--- src/rtl/pulse_receiver_if.sv ---
// rtl/pulse_receiver_if.sv - symbol FIFO read port of the pulse receiver
interface pulse_receiver_if #(
  parameter int CNT_W      = 16,
  parameter int FIFO_DEPTH = 4
);
  logic                        rd_en;
  logic [CNT_W:0]              rd_data;
  logic                        rd_valid;
  logic [$clog2(FIFO_DEPTH):0] fifo_count;

  modport master (output rd_en, input rd_data, rd_valid, fifo_count);
  modport slave  (input rd_en, output rd_data, rd_valid, fifo_count);
endinterface

--- src/rtl/pulse_receiver.sv ---
// rtl/pulse_receiver.sv - measures level durations on a pulse line into a first-word-fall-through symbol FIFO
module pulse_receiver #(
  parameter int CNT_W      = 16,
  parameter int FIFO_DEPTH = 4
) (
  input  logic             clk,
  input  logic             rst,
  input  logic             en,
  input  logic             sig_in,
  input  logic             invert,
  input  logic [7:0]       prescaler,
  input  logic [CNT_W-1:0] idle_timeout,
  input  logic             clr_overflow,
  pulse_receiver_if.slave  rd,
  output logic             overflow,
  output logic             frame_done,
  output logic             busy
);
  localparam int AW = $clog2(FIFO_DEPTH);
  localparam logic [AW:0]   CNT_ONE  = 1;
  localparam logic [AW:0]   CNT_FULL = FIFO_DEPTH[AW:0];
  localparam logic [AW-1:0] PTR_ONE  = 1;

  typedef enum logic {IDLE, MEASURE} state_t;

  state_t           state;
  logic             sync_q1, sync_q2, line_q;
  logic             line, edge_det, tick, timeout_hit;
  logic             cur_level;
  logic [7:0]       div;
  logic [CNT_W-1:0] dur, dur_next;
  logic [CNT_W:0]   dur_sum;
  logic             push, pop, full, not_empty, wr_ok;
  logic [CNT_W:0]   mem [FIFO_DEPTH];
  logic [AW-1:0]    wr_ptr, rd_ptr;
  logic [AW:0]      count;

  assign line     = sync_q2 ^ invert;
  assign edge_det = line != line_q;
  assign tick     = div == prescaler;
  assign dur_sum  = {1'b0, dur} + {{CNT_W{1'b0}}, tick};
  assign dur_next = dur_sum[CNT_W] ? '1 : dur_sum[CNT_W-1:0];
  // Only a high level can end a frame; an edge that cycle wins because push is checked first.
  assign timeout_hit = cur_level && (idle_timeout != '0) && (dur_sum >= {1'b0, idle_timeout});

  always_ff @(posedge clk or posedge rst) begin
    if (rst) begin
      sync_q1 <= 1'b1;
      sync_q2 <= 1'b1;
      line_q  <= 1'b1;
    end else begin
      sync_q1 <= sig_in;
      sync_q2 <= sync_q1;
      line_q  <= line;
    end
  end

  always_ff @(posedge clk or posedge rst) begin
    if (rst) begin
      state      <= IDLE;
      dur        <= '0;
      div        <= '0;
      cur_level  <= 1'b0;
      frame_done <= 1'b0;
      busy       <= 1'b0;
    end else begin
      frame_done <= 1'b0;
      if (!en) begin
        state     <= IDLE;
        dur       <= '0;
        div       <= '0;
        cur_level <= 1'b0;
        busy      <= 1'b0;
      end else begin
        case (state)
          IDLE: begin
            dur <= '0;
            div <= '0;
            if (edge_det && !line) begin
              state     <= MEASURE;
              cur_level <= 1'b0;
              busy      <= 1'b1;
            end
          end
          MEASURE: begin
            if (edge_det) begin
              dur       <= '0;
              div       <= '0;
              cur_level <= ~cur_level;
            end else if (timeout_hit) begin
              state      <= IDLE;
              dur        <= '0;
              div        <= '0;
              cur_level  <= 1'b0;
              frame_done <= 1'b1;
              busy       <= 1'b0;
            end else if (tick) begin
              dur <= dur_next;
              div <= '0;
            end else begin
              div <= div + 8'd1;
            end
          end
          default: state <= IDLE;
        endcase
      end
    end
  end

  assign push      = en && (state == MEASURE) && edge_det;
  assign not_empty = count != '0;
  assign full      = count == CNT_FULL;
  assign pop       = rd.rd_en && not_empty;
  // When full, a same-cycle pop frees the slot the push lands in (wr_ptr == rd_ptr).
  assign wr_ok     = push && (!full || pop);

  always_ff @(posedge clk) begin
    if (wr_ok) mem[wr_ptr] <= {cur_level, dur_next};
  end

  always_ff @(posedge clk or posedge rst) begin
    if (rst) begin
      wr_ptr   <= '0;
      rd_ptr   <= '0;
      count    <= '0;
      overflow <= 1'b0;
    end else begin
      if (wr_ok) wr_ptr <= wr_ptr + PTR_ONE;
      if (pop)   rd_ptr <= rd_ptr + PTR_ONE;
      case ({wr_ok, pop})
        2'b10:   count <= count + CNT_ONE;
        2'b01:   count <= count - CNT_ONE;
        default: count <= count;
      endcase
      if (push && full && !pop) overflow <= 1'b1;
      else if (clr_overflow)    overflow <= 1'b0;
    end
  end

  assign rd.rd_valid   = not_empty;
  assign rd.rd_data    = not_empty ? mem[rd_ptr] : '0;
  assign rd.fifo_count = count;
endmodule

--- src/flat_wrapper.sv ---
// flat-port wrapper written by rule: the top's interface ports become plain ports
module pulse_receiver_flat 
#(
  parameter int CNT_W      = 16,
  parameter int FIFO_DEPTH = 4
)
  (clk, rst, en, sig_in, invert, prescaler, idle_timeout, clr_overflow, overflow, frame_done, busy, rd_rd_en, rd_rd_data, rd_rd_valid, rd_fifo_count);
  pulse_receiver_if #(.CNT_W(CNT_W), .FIFO_DEPTH(FIFO_DEPTH)) rd_i ();
  input  logic clk;
  input  logic rst;
  input  logic en;
  input  logic sig_in;
  input  logic invert;
  input  logic [7:0] prescaler;
  input  logic [CNT_W-1:0] idle_timeout;
  input  logic clr_overflow;
  output logic overflow;
  output logic frame_done;
  output logic busy;
  input wire logic [$bits(rd_i.rd_en)-1:0] rd_rd_en;
  output wire logic [$bits(rd_i.rd_data)-1:0] rd_rd_data;
  output wire logic [$bits(rd_i.rd_valid)-1:0] rd_rd_valid;
  output wire logic [$bits(rd_i.fifo_count)-1:0] rd_fifo_count;
  assign rd_i.rd_en = rd_rd_en;
  assign rd_rd_data = rd_i.rd_data;
  assign rd_rd_valid = rd_i.rd_valid;
  assign rd_fifo_count = rd_i.fifo_count;
  pulse_receiver #(.CNT_W(CNT_W), .FIFO_DEPTH(FIFO_DEPTH)) u_core (.clk(clk), .rst(rst), .en(en), .sig_in(sig_in), .invert(invert), .prescaler(prescaler), .idle_timeout(idle_timeout), .clr_overflow(clr_overflow), .rd(rd_i), .overflow(overflow), .frame_done(frame_done), .busy(busy));
endmodule
--- config.mk ---
export PLATFORM = sky130hd
export DESIGN_NAME = pulse_receiver_flat
export DESIGN_NICKNAME = d
export VERILOG_FILES = /design/src/rtl/pulse_receiver_if.sv /design/src/rtl/pulse_receiver.sv /design/src/flat_wrapper.sv
export SDC_FILE = /design/constraint.sdc
export NUM_CORES = 1
export LEC_CHECK = 0
export BUFFER_PORTS_ARGS = -buffer_cell sky130_fd_sc_hd__clkbuf_2
export CAP_MARGIN = 10
export CORE_MARGIN = 2
export CORE_UTILIZATION = 55
export CTS_CLUSTER_SIZE = 10
export DETAILED_ROUTE_END_ITERATION = 8
export HOLD_SLACK_MARGIN = 0.05
export PLACE_DENSITY = 0.75
export SYNTH_ARGS = -nofsm -noshare
export SYNTH_HDL_FRONTEND = slang
export SYNTH_SLANG_ARGS = --single-unit
--- constraint.sdc ---
create_clock -name clk -period 8.27 [get_ports clk]
set_input_delay 1.654 -clock clk [delete_from_list [all_inputs] [get_ports clk]]
set_output_delay 1.654 -clock clk [all_outputs]
set_load 0.005 [all_outputs]
Word-level counts from Yosys, hierarchy flattened
Memory sizes are Yosys's and may differ from the RTL's.
Cells that the tools add are included.
{"block": "totals", "mem_bits_rw": 68, "memories": 1, "romBits": 0, "ff_bits": 39, "latchBits": 0, "wordCells": 88, "out_inout_bits": 24}
{"block": "classes", "n_mux": 35, "add_sub_neg": 6, "bitwise_logic": 3, "n_shift": 0, "n_mul": 0, "n_reduce_logical": 19, "order_cmp": 1, "n_eq_ne": 10, "div": 0}
{"memory": "u_core.mem", "depth": 4, "width": 17, "read_ports": 1, "rd_ports_with_merged_regs": 0, "write_ports": 1, "line_no": "pulse_receiver.sv:34", "rtl": "logic [CNT_W:0] mem [FIFO_DEPTH];"}
{"operator": "2-to-1 mux 16 bit", "n": 5}
{"operator": "2-to-1 mux 8 bit", "n": 4}
{"operator": "case mux 16 bit (2 select lines)", "n": 1}
{"operator": "2-to-1 mux 1 bit", "n": 19}
{"operator": "adder 16 x 1 -> 17 bit", "n": 1}
{"operator": "greater-or-equal comparator 17 x 16 -> 1 bit", "n": 1}
{"operator": "2-to-1 mux 17 bit", "n": 1}
{"operator": "case mux 8 bit (2 select lines)", "n": 1}
{"operator": "nonzero test 16 bit", "n": 1}
{"operator": "logical AND 1 bit", "n": 9}
{"operator": "adder 8 x 1 -> 8 bit, second input constant", "n": 1}
{"operator": "equality test 8 bit", "n": 1}
{"operator": "!= test 3 bit, second input constant", "n": 2}
{"operator": "case mux 1 bit (2 select lines)", "n": 3}
{"operator": "case mux 3 bit (2 select lines)", "n": 1}
{"operator": "!= test 5 bit, second input constant", "n": 1}
{"operator": "adder 2 x 1 -> 2 bit, second input constant", "n": 2}
{"operator": "!= test 4 bit, second input constant", "n": 1}
{"operator": "nonzero test 2 bit", "n": 2}
{"operator": "adder 3 x 1 -> 3 bit, second input constant", "n": 1}
{"operator": "equality test 3 bit, second input constant", "n": 1}
{"operator": "logical NOT 1 bit", "n": 3}
{"operator": "!= test 3 x 2 -> 1 bit, second input constant", "n": 1}
{"operator": "AND reduction 3 bit", "n": 1}
{"operator": "9 further kinds", "n": 10}

Depth between registers and ports, before layout
Gate-level depths: netlist (run 1).
{"block": "logic_depth", "depth_word": 8, "ltp_mapped": 19, "mapped_depth_nobuf": 17}

Least setup slack after synthesis (run 1)
OpenSTA, ideal clock, no wires.
{"block": "synth_path", "kind": "input to register", "startpoint": "input prescaler[0]", "endpoint": "register u_core.div[2]", "arrival_ps": 5600, "n_path_buf": 2, "required_ps": 8129, "slack_ps": 2529, "setup_time_ps": 141, "cell_stages": 19, "cell_sequence": "xnor2_1 nand4_1 nor2_2 clkbuf_1 ha_1 ha_1 nand4_2 nor2_1 and3_1 xnor2_1 inv_1 ha_1 nand4_1 or3_2 o21ai_0 a2111oi_4 o2111ai_4 buf_6 nor3_2"}
{"block": "synth_between", "elab_chain_len": 8}
{"element": "from (decl)", "line_no": "flat_wrapper.sv:14", "rtl": "input logic [7:0] prescaler;"}
{"element": "equality test 8 bit (*)", "line_no": "pulse_receiver.sv:40", "rtl": "assign tick = div == prescaler;"}
{"element": "adder 16 x 1 -> 17 bit", "line_no": "pulse_receiver.sv:41", "rtl": "assign dur_sum = {1'b0, dur} + {{CNT_W{1'b0}}, tick};"}
{"element": "greater-or-equal comparator 17 x 16 -> 1 bit", "line_no": "pulse_receiver.sv:44", "rtl": "assign timeout_hit = cur_level && (idle_timeout != '0) && (dur_sum >= {1'b0, idle_timeout});"}
{"element": "logical AND 1 bit", "line_no": "pulse_receiver.sv:44"}
{"element": "2-to-1 mux 8 bit (*)", "line_no": "pulse_receiver.sv:90", "rtl": "end else if (timeout_hit) begin"}
{"element": "2-to-1 mux 8 bit (*)", "line_no": "pulse_receiver.sv:86", "rtl": "if (edge_det) begin"}
{"element": "case mux 8 bit (2 select lines) (*)", "line_no": "pulse_receiver.sv:75", "rtl": "case (state)"}
{"element": "2-to-1 mux 8 bit (*)", "line_no": "pulse_receiver.sv:68", "rtl": "if (!en) begin"}
{"element": "to (signal assigned)", "line_no": "pulse_receiver.sv:101", "rtl": "div <= div + 8'd1;"}
{"element": "to (decl)", "line_no": "pulse_receiver.sv:30", "rtl": "logic [7:0] div;"}
Mark *: on every way between the ends. The rest lies on a longest branch, timed or not.
A chain may end at the register's enable or synchronous reset.

Final worst setup path (run 1)
{"block": "layout_path", "startpoint": "input prescaler[0]", "endpoint": "register u_core.div[3]"}
Same word-level chain as after synthesis.

==> flow_summary.ini, run 1 <==
[setup_path]
r2r-start = u_core.div[0]
crit_required_ns = 8.49
worstPathMaxFanout = 37
cp-start-kind = input pin
critPathKind = input pin to flop
crit_start = prescaler[0]
critPathCaptureType = flop
worst-endpoint-arrival_ns = 6.26

[die]
start_util_pct = 56.9
row_count = 36
io_pins = 55
fp.dieW_um = 105
die_area_um2 = 10900
core_area_um2 = 9770
chipHeight_um = 105

[sta]
min_period_over_period_pct = 73.0
rsz0062_at_grt = false
maxSlewViolCount = 0
setup_viol = 0
worstMarginPinSlew_ns = 1.11
clock-skew-final_ns = 0.0116
slew_headroom_pct = 26.1
period_needed_ns = 6.04
max_freq_ghz = 0.166
tns_ns = 0
hold_viol = 0

[global_route]
grt_pass1_wl_mm = 16.5
grt_usage_pct = 19.4
antenna_found_initial = 0
globalRouteOverflowTotal = 0
first_global_vias = 3256
grt_max_degree = 40

[logic_synthesis]
netlist_area_um2 = 5560
synth-seq-cells = 107
yosys.area.top_type = edfxtp_1
yosysUniqueCellTypes = 61
syn_avg_cell_area_um2 = 13.3
synth_top_area_share_pct = 36.7
synth_edf_count = 68
ys_seq_area_share_pct = 54.3
async_flop_share_pct = 36.4
syn_inst = 418
synthTopCellsByArea = edfxtp_1 (37%), dfrtp_1 (16%), mux4_2 (6.9%)
syn_nets = 474
synthFlopType = edfxtp_1
yosys_warnings = 0

[cts]
cts_buffer_depth = 2
cts_root_buffer = clkbuf_8
cts_buffers = 9
cts_tree = yes
h-tree-depth = 3
clock_sinks = 107
clock_latency_ns = 0.37
cts_setup_buffers = 0
cts_resized = 0
ctsHoldBuffers = 0
clk_pin_slew_ns = 0.10

[detailed_routing]
antenna_left = 0
avgRoutedWirePerCell_um = 16.5
vias = 3356
drc = 0
drt-pass1-iter-count = 5
drt_wl_total_mm = 10.0
vias_per_cell = 5.54
drt_iter0_drc = 226

[power_and_ir_drop]
p_total_w = 0.00127
worst_ir_drop_vdd_v = 0.000101
powerDensity_nw_per_um2 = 209
power.leakage_nw = 2.58

[layout]
final_cell_mix = edfxtp_1 (68), clkbuf_2 (54), inv_1 (38), dfrtp_1 (36), nor2_1 (26)
drive_gt1_share_pct = 26.4
antenna_cells = 0
fin_nets = 524
final_common_cell = edfxtp_1
areaGrowthSynthToFinish_pct = 9.22

[place]
gp_congestion = 0.791
dpl.hpwl_mm = 7.18
port_buffers = 54

[hold_path]
hp-class = flop to flop
worstHoldStart = u_core.sync_q1

[outcome]
status = finished clean

[run]
drv_cap = 0
[Yosys cell counts (3+ instances only)]
| library cell | instances |
|---|---|
| inv_1 | 38 |
| dfstp_2 | 3 |
| and3_1 | 3 |
| nand2_1 | 19 |
| edfxtp_1 | 68 |
| a31oi_1 | 3 |
| clkbuf_1 | 4 |
| nor2_1 | 26 |
| nor4_1 | 5 |
| and2_1 | 22 |
| nor3_2 | 8 |
| nor3_1 | 4 |
| nand4_1 | 7 |
| o21a_1 | 3 |
| xnor2_1 | 24 |
| a21o_1 | 3 |
| mux4_2 | 17 |
| a211oi_2 | 3 |
| clkbuf_8 | 4 |
| a21oi_1 | 9 |
| ha_1 | 24 |
| nand2b_1 | 4 |
| a311oi_1 | 4 |
| nand3_1 | 15 |
| a311oi_2 | 8 |
| xor2_1 | 10 |
| buf_6 | 3 |
| o21ai_0 | 3 |
| dfrtp_1 | 36 |
[logic make-up after synthesis]
family                     share of synthesized area (%)
and+or+nand+nor                                     13.8
DFF                                                 54.3
buffers and inverters                               5.06
AOI/OAI and AO/OA                                   8.62
xor gates and xnor gates                            5.35
adders and majority gates                           5.76
muxes                                               7.06
[power breakdown]
part           leakage [nW]  total [W]  switching, W  internal, W
clock                0.0975   0.000321      0.000178     0.000143
sequential             1.20   0.000653     0.0000633     0.000590
combinational          1.28   0.000296      0.000122     0.000174
total                  2.58    0.00127      0.000363     0.000907
[flip-flops by register name, summed over array words and instances, names as in the netlist]
| name | flops |
|---|---|
| u_core.rd.fifo_count | 3 |
| u_core.mem | 68 |
| u_core.sync_q2 | 1 |
| u_core.dur | 16 |
| u_core.frame_done | 1 |
| u_core.rd_ptr | 2 |
| u_core.overflow | 1 |
| u_core.wr_ptr | 2 |
| u_core.div | 8 |
| u_core.line_q | 1 |
| u_core.busy | 1 |
| u_core.cur_level | 1 |
| u_core.state | 1 |
| u_core.sync_q1 | 1 |
[layer usage]
layer	up-vias	track usage (%)	share of wire [%]	wire length (um)
met5	-	0	0	0
met3	6	3.56	5.1	507
met2	96	31.4	49	4860
met1	1622	27.5	46	4570
li1	1632	-	-	-
met4	0	4.73	0.60	60
[per-stage QoR]
step | setup slack, ns | hold WS [ns] | area [um^2] | instances | utilization, %
after detailed placement | 1.84 | 0.352 | 5870 | 590 | 60.1
after CTS | 2.27 | 0.367 | 6070 | 606 | 62.1
after global placement | 2.01 | 0.347 | 5870 | 590 | 60.1
after floorplan | 2.53 | 0.345 | 5560 | 418 | -
after global routing | 1.83 | 0.374 | 6070 | 606 | 62.1
final | 2.23 | 0.364 | 6070 | 606 | 62.1
[path summary, 6_finish.rpt]
path	end	slack, ns	cells after the start
hold / removal	u_core.sync_q2	0.36	0
max in group asynchronous	u_core.dur[15]	6.53	3
hold reg to reg	u_core.sync_q2	0.36	0
min in group asynchronous	u_core.div[7]	1.37	3
setup / recovery	u_core.div[3]	2.23	19
setup reg to reg	u_core.div[3]	3.15	18
[cell type report]
cell class | instances | area (um^2)
Clock buffer | 10 | 128
Clock inverter | 6 | 72.6
Fill cell | 752 | 3700
Inverter | 38 | 143
Multi-Input combinational cell | 256 | 2260
Sequential cell | 107 | 3020
Tap cell | 133 | 166
Timing Repair Buffer | 56 | 285
[critical path, cell delays in order]
cell and delay (ns):
clkbuf_2 0.09, xnor2_1 0.16, nand4_1 0.15, nor2_2 0.12, buf_4 0.41, ha_1 0.29, ha_1 0.23, nand4_2 0.15
nor2_1 0.30, and3_1 0.21, xnor2_1 0.20, inv_1 0.09, ha_1 0.30, nand4_1 0.11, or3_2 0.45, o21ai_0 0.32
a2111oi_4 0.09, o2111ai_4 0.78, nor3_2 0.11
No activity file was read; power rests on OpenSTA's default activity.
==> inputs of run 2 (changes only) <==
==> constraint.sdc (replaced) <==
create_clock -name clk -period 6.01 [get_ports clk]
set_input_delay 1.202 -clock clk [delete_from_list [all_inputs] [get_ports clk]]
set_output_delay 1.202 -clock clk [all_outputs]
set_load 0.005 [all_outputs]
==> flow_summary.ini, run 2 (synthesized netlist as in run 1, its figures left out) <==
[run]
drv_cap = 0

[layout]
antenna_cells = 0
final_cell_mix = edfxtp_1 (68), clkbuf_2 (54), inv_1 (38), dfrtp_1 (36), nor2_1 (26)
areaGrowthSynthToFinish_pct = 10.3
fin_nets = 527
largestRegisters = u_core.mem x68, u_core.dur x16, u_core.div x8
final_common_cell = edfxtp_1
fillers = 774
drive_gt1_share_pct = 26.7
final_core_util_pct = 62.8
top_register = u_core.mem
largest_register_ffs = 68

[setup_path]
cpPeakStageDelay_ns = 0.50
worst-endpoint-arrival_ns = 5.22
critPathKind = input pin to flop
crit_required_ns = 6.24
cp_cell_sequence = clkbuf_2, xnor2_1, nand4_1, nor2_2, ha_1, ha_1, nand4_2, nor3_2, nand4_1, xnor2_1, ha_1, nand3_1, or3_2, o21ai_0, a2111oi_4, o2111ai_4, buf_12, a311oi_2
worstPathMaxFanout = 13
critPathCaptureType = flop
cp-start-kind = input pin
cp_common_cell = ha_1
slowest_stage = o2111ai_4

[global_route]
grt_max_degree = 40
first_global_vias = 3311
globalRouteOverflowTotal = 0
grt_usage_pct = 19.6
grt_pass1_wl_mm = 16.6
antenna_found_initial = 0

[detailed_routing]
antenna_left = 0
drt_wl_total_mm = 9.97
vias_per_cell = 5.60
vias = 3412
drt_iter0_drc = 201
avgRoutedWirePerCell_um = 16.4
drc = 0
drt-pass1-iter-count = 4

[cts]
h-tree-depth = 3
clock_latency_ns = 0.37
cts_setup_buffers = 0
cts_root_buffer = clkbuf_8
cts_buffers = 9
clock_sinks = 107
clk_pin_slew_ns = 0.09
cts_resized = 0
cts_tree = yes
ctsHoldBuffers = 0
cts_buffer_depth = 2

[die]
row_count = 36
chipHeight_um = 105
start_util_pct = 56.9
die_area_um2 = 10900
core_area_um2 = 9770
fp.dieW_um = 105
io_pins = 55

[power_and_ir_drop]
internal_power_w = 0.00131
switching_power_w = 0.000506
p_total_w = 0.00181
swShare_pct = 27.9
combPwrFrac_pct = 25.2
clkPwrFrac_pct = 27.0
worst_ir_drop_vdd_v = 0.000202
powerDensity_nw_per_um2 = 296
seqPwrFrac_pct = 47.8
power.leakage_nw = 2.61

[sta]
rsz0062_at_grt = false
setup_ws_ns = 1.02
period_needed_ns = 4.99
maxSlewViolCount = 0
max_freq_ghz = 0.200
tns_ns = 0
setup_viol = 0
min_period_over_period_pct = 83.1
clock-skew-final_ns = 0.0119
hold_viol = 0
worstMarginPinSlew_ns = 0.913
slew_headroom_pct = 39.1

[place]
post-place-ws_ns = 0.612
port_buffers = 54
gp_congestion = 0.773
dpl.hpwl_mm = 7.20

[hold_path]
hp-class = flop to flop

[outcome]
status = finished clean
run 2: metal layers:
metal / global-route usage [%] / share of wire [%] / vias up
met4: 6.85 / 1.7 / 0
met3: 3.99 / 5.5 / 14
met5: 0 / 0 / -
met2: 31.0 / 47 / 96
li1: - / - / 1637
met1: 27.0 / 46 / 1665
run 2: power by group through the flow:
stage	Clock [W]	Sequential, W	Combinational (W)
after floorplan	0	0.000850	0.000344
after global routing	0.000526	0.000874	0.000506
after CTS	0.000497	0.000868	0.000468
final	0.000489	0.000867	0.000457
after detailed placement	0	0.000884	0.000468
after global placement	0	0.000881	0.000453
run 2: through the flow:
stage / cell area, um^2 / std cells / hold WS, ns
floorplan: 5560 / 418 / 0.345
global placement: 5910 / 593 / 0.345
detailed placement: 5910 / 593 / 0.350
CTS: 6130 / 609 / 0.364
global route: 6130 / 609 / 0.366
finish: 6130 / 609 / 0.362
run 2: path summary, 6_finish.rpt:
path	startpoint	endpoint	slack (ns)	depth (start not counted)
setup / recovery	prescaler[0]	u_core.dur[2]	1.02	18
hold / removal	u_core.sync_q1	u_core.sync_q2	0.36	0
setup reg to reg	u_core.div[0]	u_core.dur[2]	1.46	17
hold reg to reg	u_core.sync_q1	u_core.sync_q2	0.36	0
max in group asynchronous	rst	u_core.dur[3]	4.72	3
min in group asynchronous	rst	u_core.div[5]	0.92	3
run 2: final cells by class:
| cell class | count | area (um^2) | share of cell area [%] |
|---|---|---|---|
| timing repair buffer | 59 | 320 | 5.22 |
| clock buffer | 11 | 141 | 2.30 |
| clock inverter | 5 | 83.8 | 1.37 |
| sequential | 107 | 3020 | 49.3 |
| multi-input combinational | 256 | 2260 | 36.8 |
| tap | 133 | 166 | 2.71 |
| inverter | 38 | 143 | 2.33 |
run 2: critical path: cells and delay by family:
family          cells  cell delay, ns
compound gates      4            0.95
buf+inv             2            0.32
fa+ha+maj           3            0.77
xor+xnor            2            0.35
simple gates        7            1.61
==> inputs of run 3 (changes only) <==
--- a/config.mk
+++ b/config.mk
@@ -8,11 +8,11 @@
 export BUFFER_PORTS_ARGS = -buffer_cell sky130_fd_sc_hd__clkbuf_2
 export CAP_MARGIN = 10
 export CORE_MARGIN = 2
-export CORE_UTILIZATION = 55
+export CORE_UTILIZATION = 54
 export CTS_CLUSTER_SIZE = 10
 export DETAILED_ROUTE_END_ITERATION = 8
 export HOLD_SLACK_MARGIN = 0.05
-export PLACE_DENSITY = 0.75
+export PLACE_DENSITY = 0.77
 export SYNTH_ARGS = -nofsm -noshare
 export SYNTH_HDL_FRONTEND = slang
 export SYNTH_SLANG_ARGS = --single-unit
==> constraint.sdc (replaced) <==
create_clock -name clk -period 4.1 [get_ports clk]
set_input_delay 0.82 -clock clk [delete_from_list [all_inputs] [get_ports clk]]
set_output_delay 0.82 -clock clk [all_outputs]
set_load 0.005 [all_outputs]
==> flow_summary.ini, run 3 (synthesized netlist as in run 1, its figures left out) <==
[setup_path]
cpPeakStageDelay_ns = 0.33
crit_required_ns = 4.37
worst-endpoint-arrival_ns = 4.14
r2r-start = u_core.div[0]
cp_num_buf_inv = 2
cp_cell_sequence = clkbuf_2, xnor2_2, nand4_1, nor2_4, ha_4, ha_4, nand4_4, nor3_4, nand4_1, xnor2_2, ha_1, a21o_1, a21oi_2, o21ai_4, a2111oi_4, o2111ai_4, buf_12, a311oi_1
critPathKind = input pin to flop
critPathCaptureType = flop
cp_top_family = compound AO/OA/AOI/OAI gates
slowest_stage = ha_1
cp-start-kind = input pin
crit_start = prescaler[3]
worstPathMaxFanout = 11

[layout]
multi_input_area_um2 = 2400
fillers = 764
final_area_um2 = 6410
final_cell_mix = edfxtp_1 (68), clkbuf_2 (54), inv_1 (38), dfrtp_1 (36), nor2_1 (25)
antenna_cells = 0
largest_register_ffs = 68
top_register = u_core.mem
areaGrowthSynthToFinish_pct = 15.3
regArea_um2 = 3020
drive_gt1_share_pct = 33.0
final_common_cell = edfxtp_1
fin_nets = 548
largestRegisters = u_core.mem x68, u_core.dur x16, u_core.div x8

[global_route]
first_global_vias = 3497
globalRouteOverflowTotal = 0
grt_usage_pct = 19.7
grt_max_degree = 40
grt_pass1_wl_mm = 17.1
antenna_found_initial = 0

[place]
port_buffers = 54
dpl_cell_area_um2 = 6220
dpl.hpwl_mm = 7.46
gp_congestion = 0.813

[detailed_routing]
vias = 3481
drt_iter0_drc = 191
drt_wl_total_mm = 10.2
antenna_left = 0
drc = 0
avgRoutedWirePerCell_um = 16.1
vias_per_cell = 5.50
drt-pass1-iter-count = 4

[cts]
cts_setup_buffers = 0
cts_buffers = 9
cts_tree = yes
clk_pin_slew_ns = 0.11
cts_buffer_depth = 2
clock_latency_ns = 0.37
h-tree-depth = 3
cts_root_buffer = clkbuf_8
clock_sinks = 107

[power_and_ir_drop]
power.leakage_nw = 2.77
worst_ir_drop_vdd_v = 0.000190
powerDensity_nw_per_um2 = 398
p_total_w = 0.00255

[die]
core_area_um2 = 10100
row_count = 37
chipHeight_um = 105
io_pins = 55
die_area_um2 = 11100
start_util_pct = 54.9
fp.dieW_um = 105

[outcome]
status = finished clean

[sta]
tns_ns = 0
min_period_over_period_pct = 94.5
clock-skew-final_ns = 0.0154
worstMarginPinSlew_ns = 0.829
slew_headroom_pct = 44.7
period_needed_ns = 3.87
setup_viol = 0
rsz0062_at_grt = false
maxSlewViolCount = 0
max_freq_ghz = 0.258
hold_viol = 0

[hold_path]
hp-class = flop to flop
worstHoldStart = u_core.sync_q1

[run]
drv_cap = 0
## run 3: final timing paths
kind	cells past startpoint	endpoint	slack, ns
min	0	u_core.sync_q2	0.36
max	18	u_core.dur[8]	0.23
max in group asynchronous	3	u_core.dur[10]	3.19
min in group asynchronous	3	u_core.busy	0.53
min reg2reg	0	u_core.sync_q2	0.36
max reg2reg	17	u_core.dur[8]	0.32
## run 3: what timing repair did
action / 4_1_cts / 5_1_grt
resized for setup: 0 / 1
hold buffers: 0 / 0
endpoints found under the setup margin: 0 / 4
## run 3: power breakdown
group | switching, W | leakage [nW] | internal (W)
logic | 0.000277 | 1.48 | 0.000365
registers | 0.000104 | 1.20 | 0.00119
clock network | 0.000381 | 0.0949 | 0.000236
total | 0.000761 | 2.77 | 0.00179
## run 3: per-layer routing
layer,global-route usage [%],vias up,wire [um]
met5,0,-,0
met4,4.29,0,87
met3,4.08,7,426
met2,33.8,77,5090
met1,25.9,1718,4590
li1,-,1679,-
## run 3: final cells by class
class	instances	area share, %
clock buffer	10	1.99
multi-input combinational	256	37.4
sequential	107	47.1
tap	136	2.65
timing repair buffer	80	7.65
clock inverter	6	0.898
inverter	38	2.23
## run 3: stage by stage
step | hold WS [ns] | worst slack (ns) | utilization [%] | instances
6_report | 0.357 | 0.227 | 63.2 | 633
5_1_grt | 0.361 | 0.000400 | 63.2 | 633
4_1_cts | 0.364 | 0.203 | 63.1 | 633
3_5_place_dp | 0.350 | -0.192 | 61.3 | 617
3_3_place_gp | 0.348 | -0.0816 | 61.3 | 617
2_1_floorplan | 0.345 | -0.0730 | - | 418
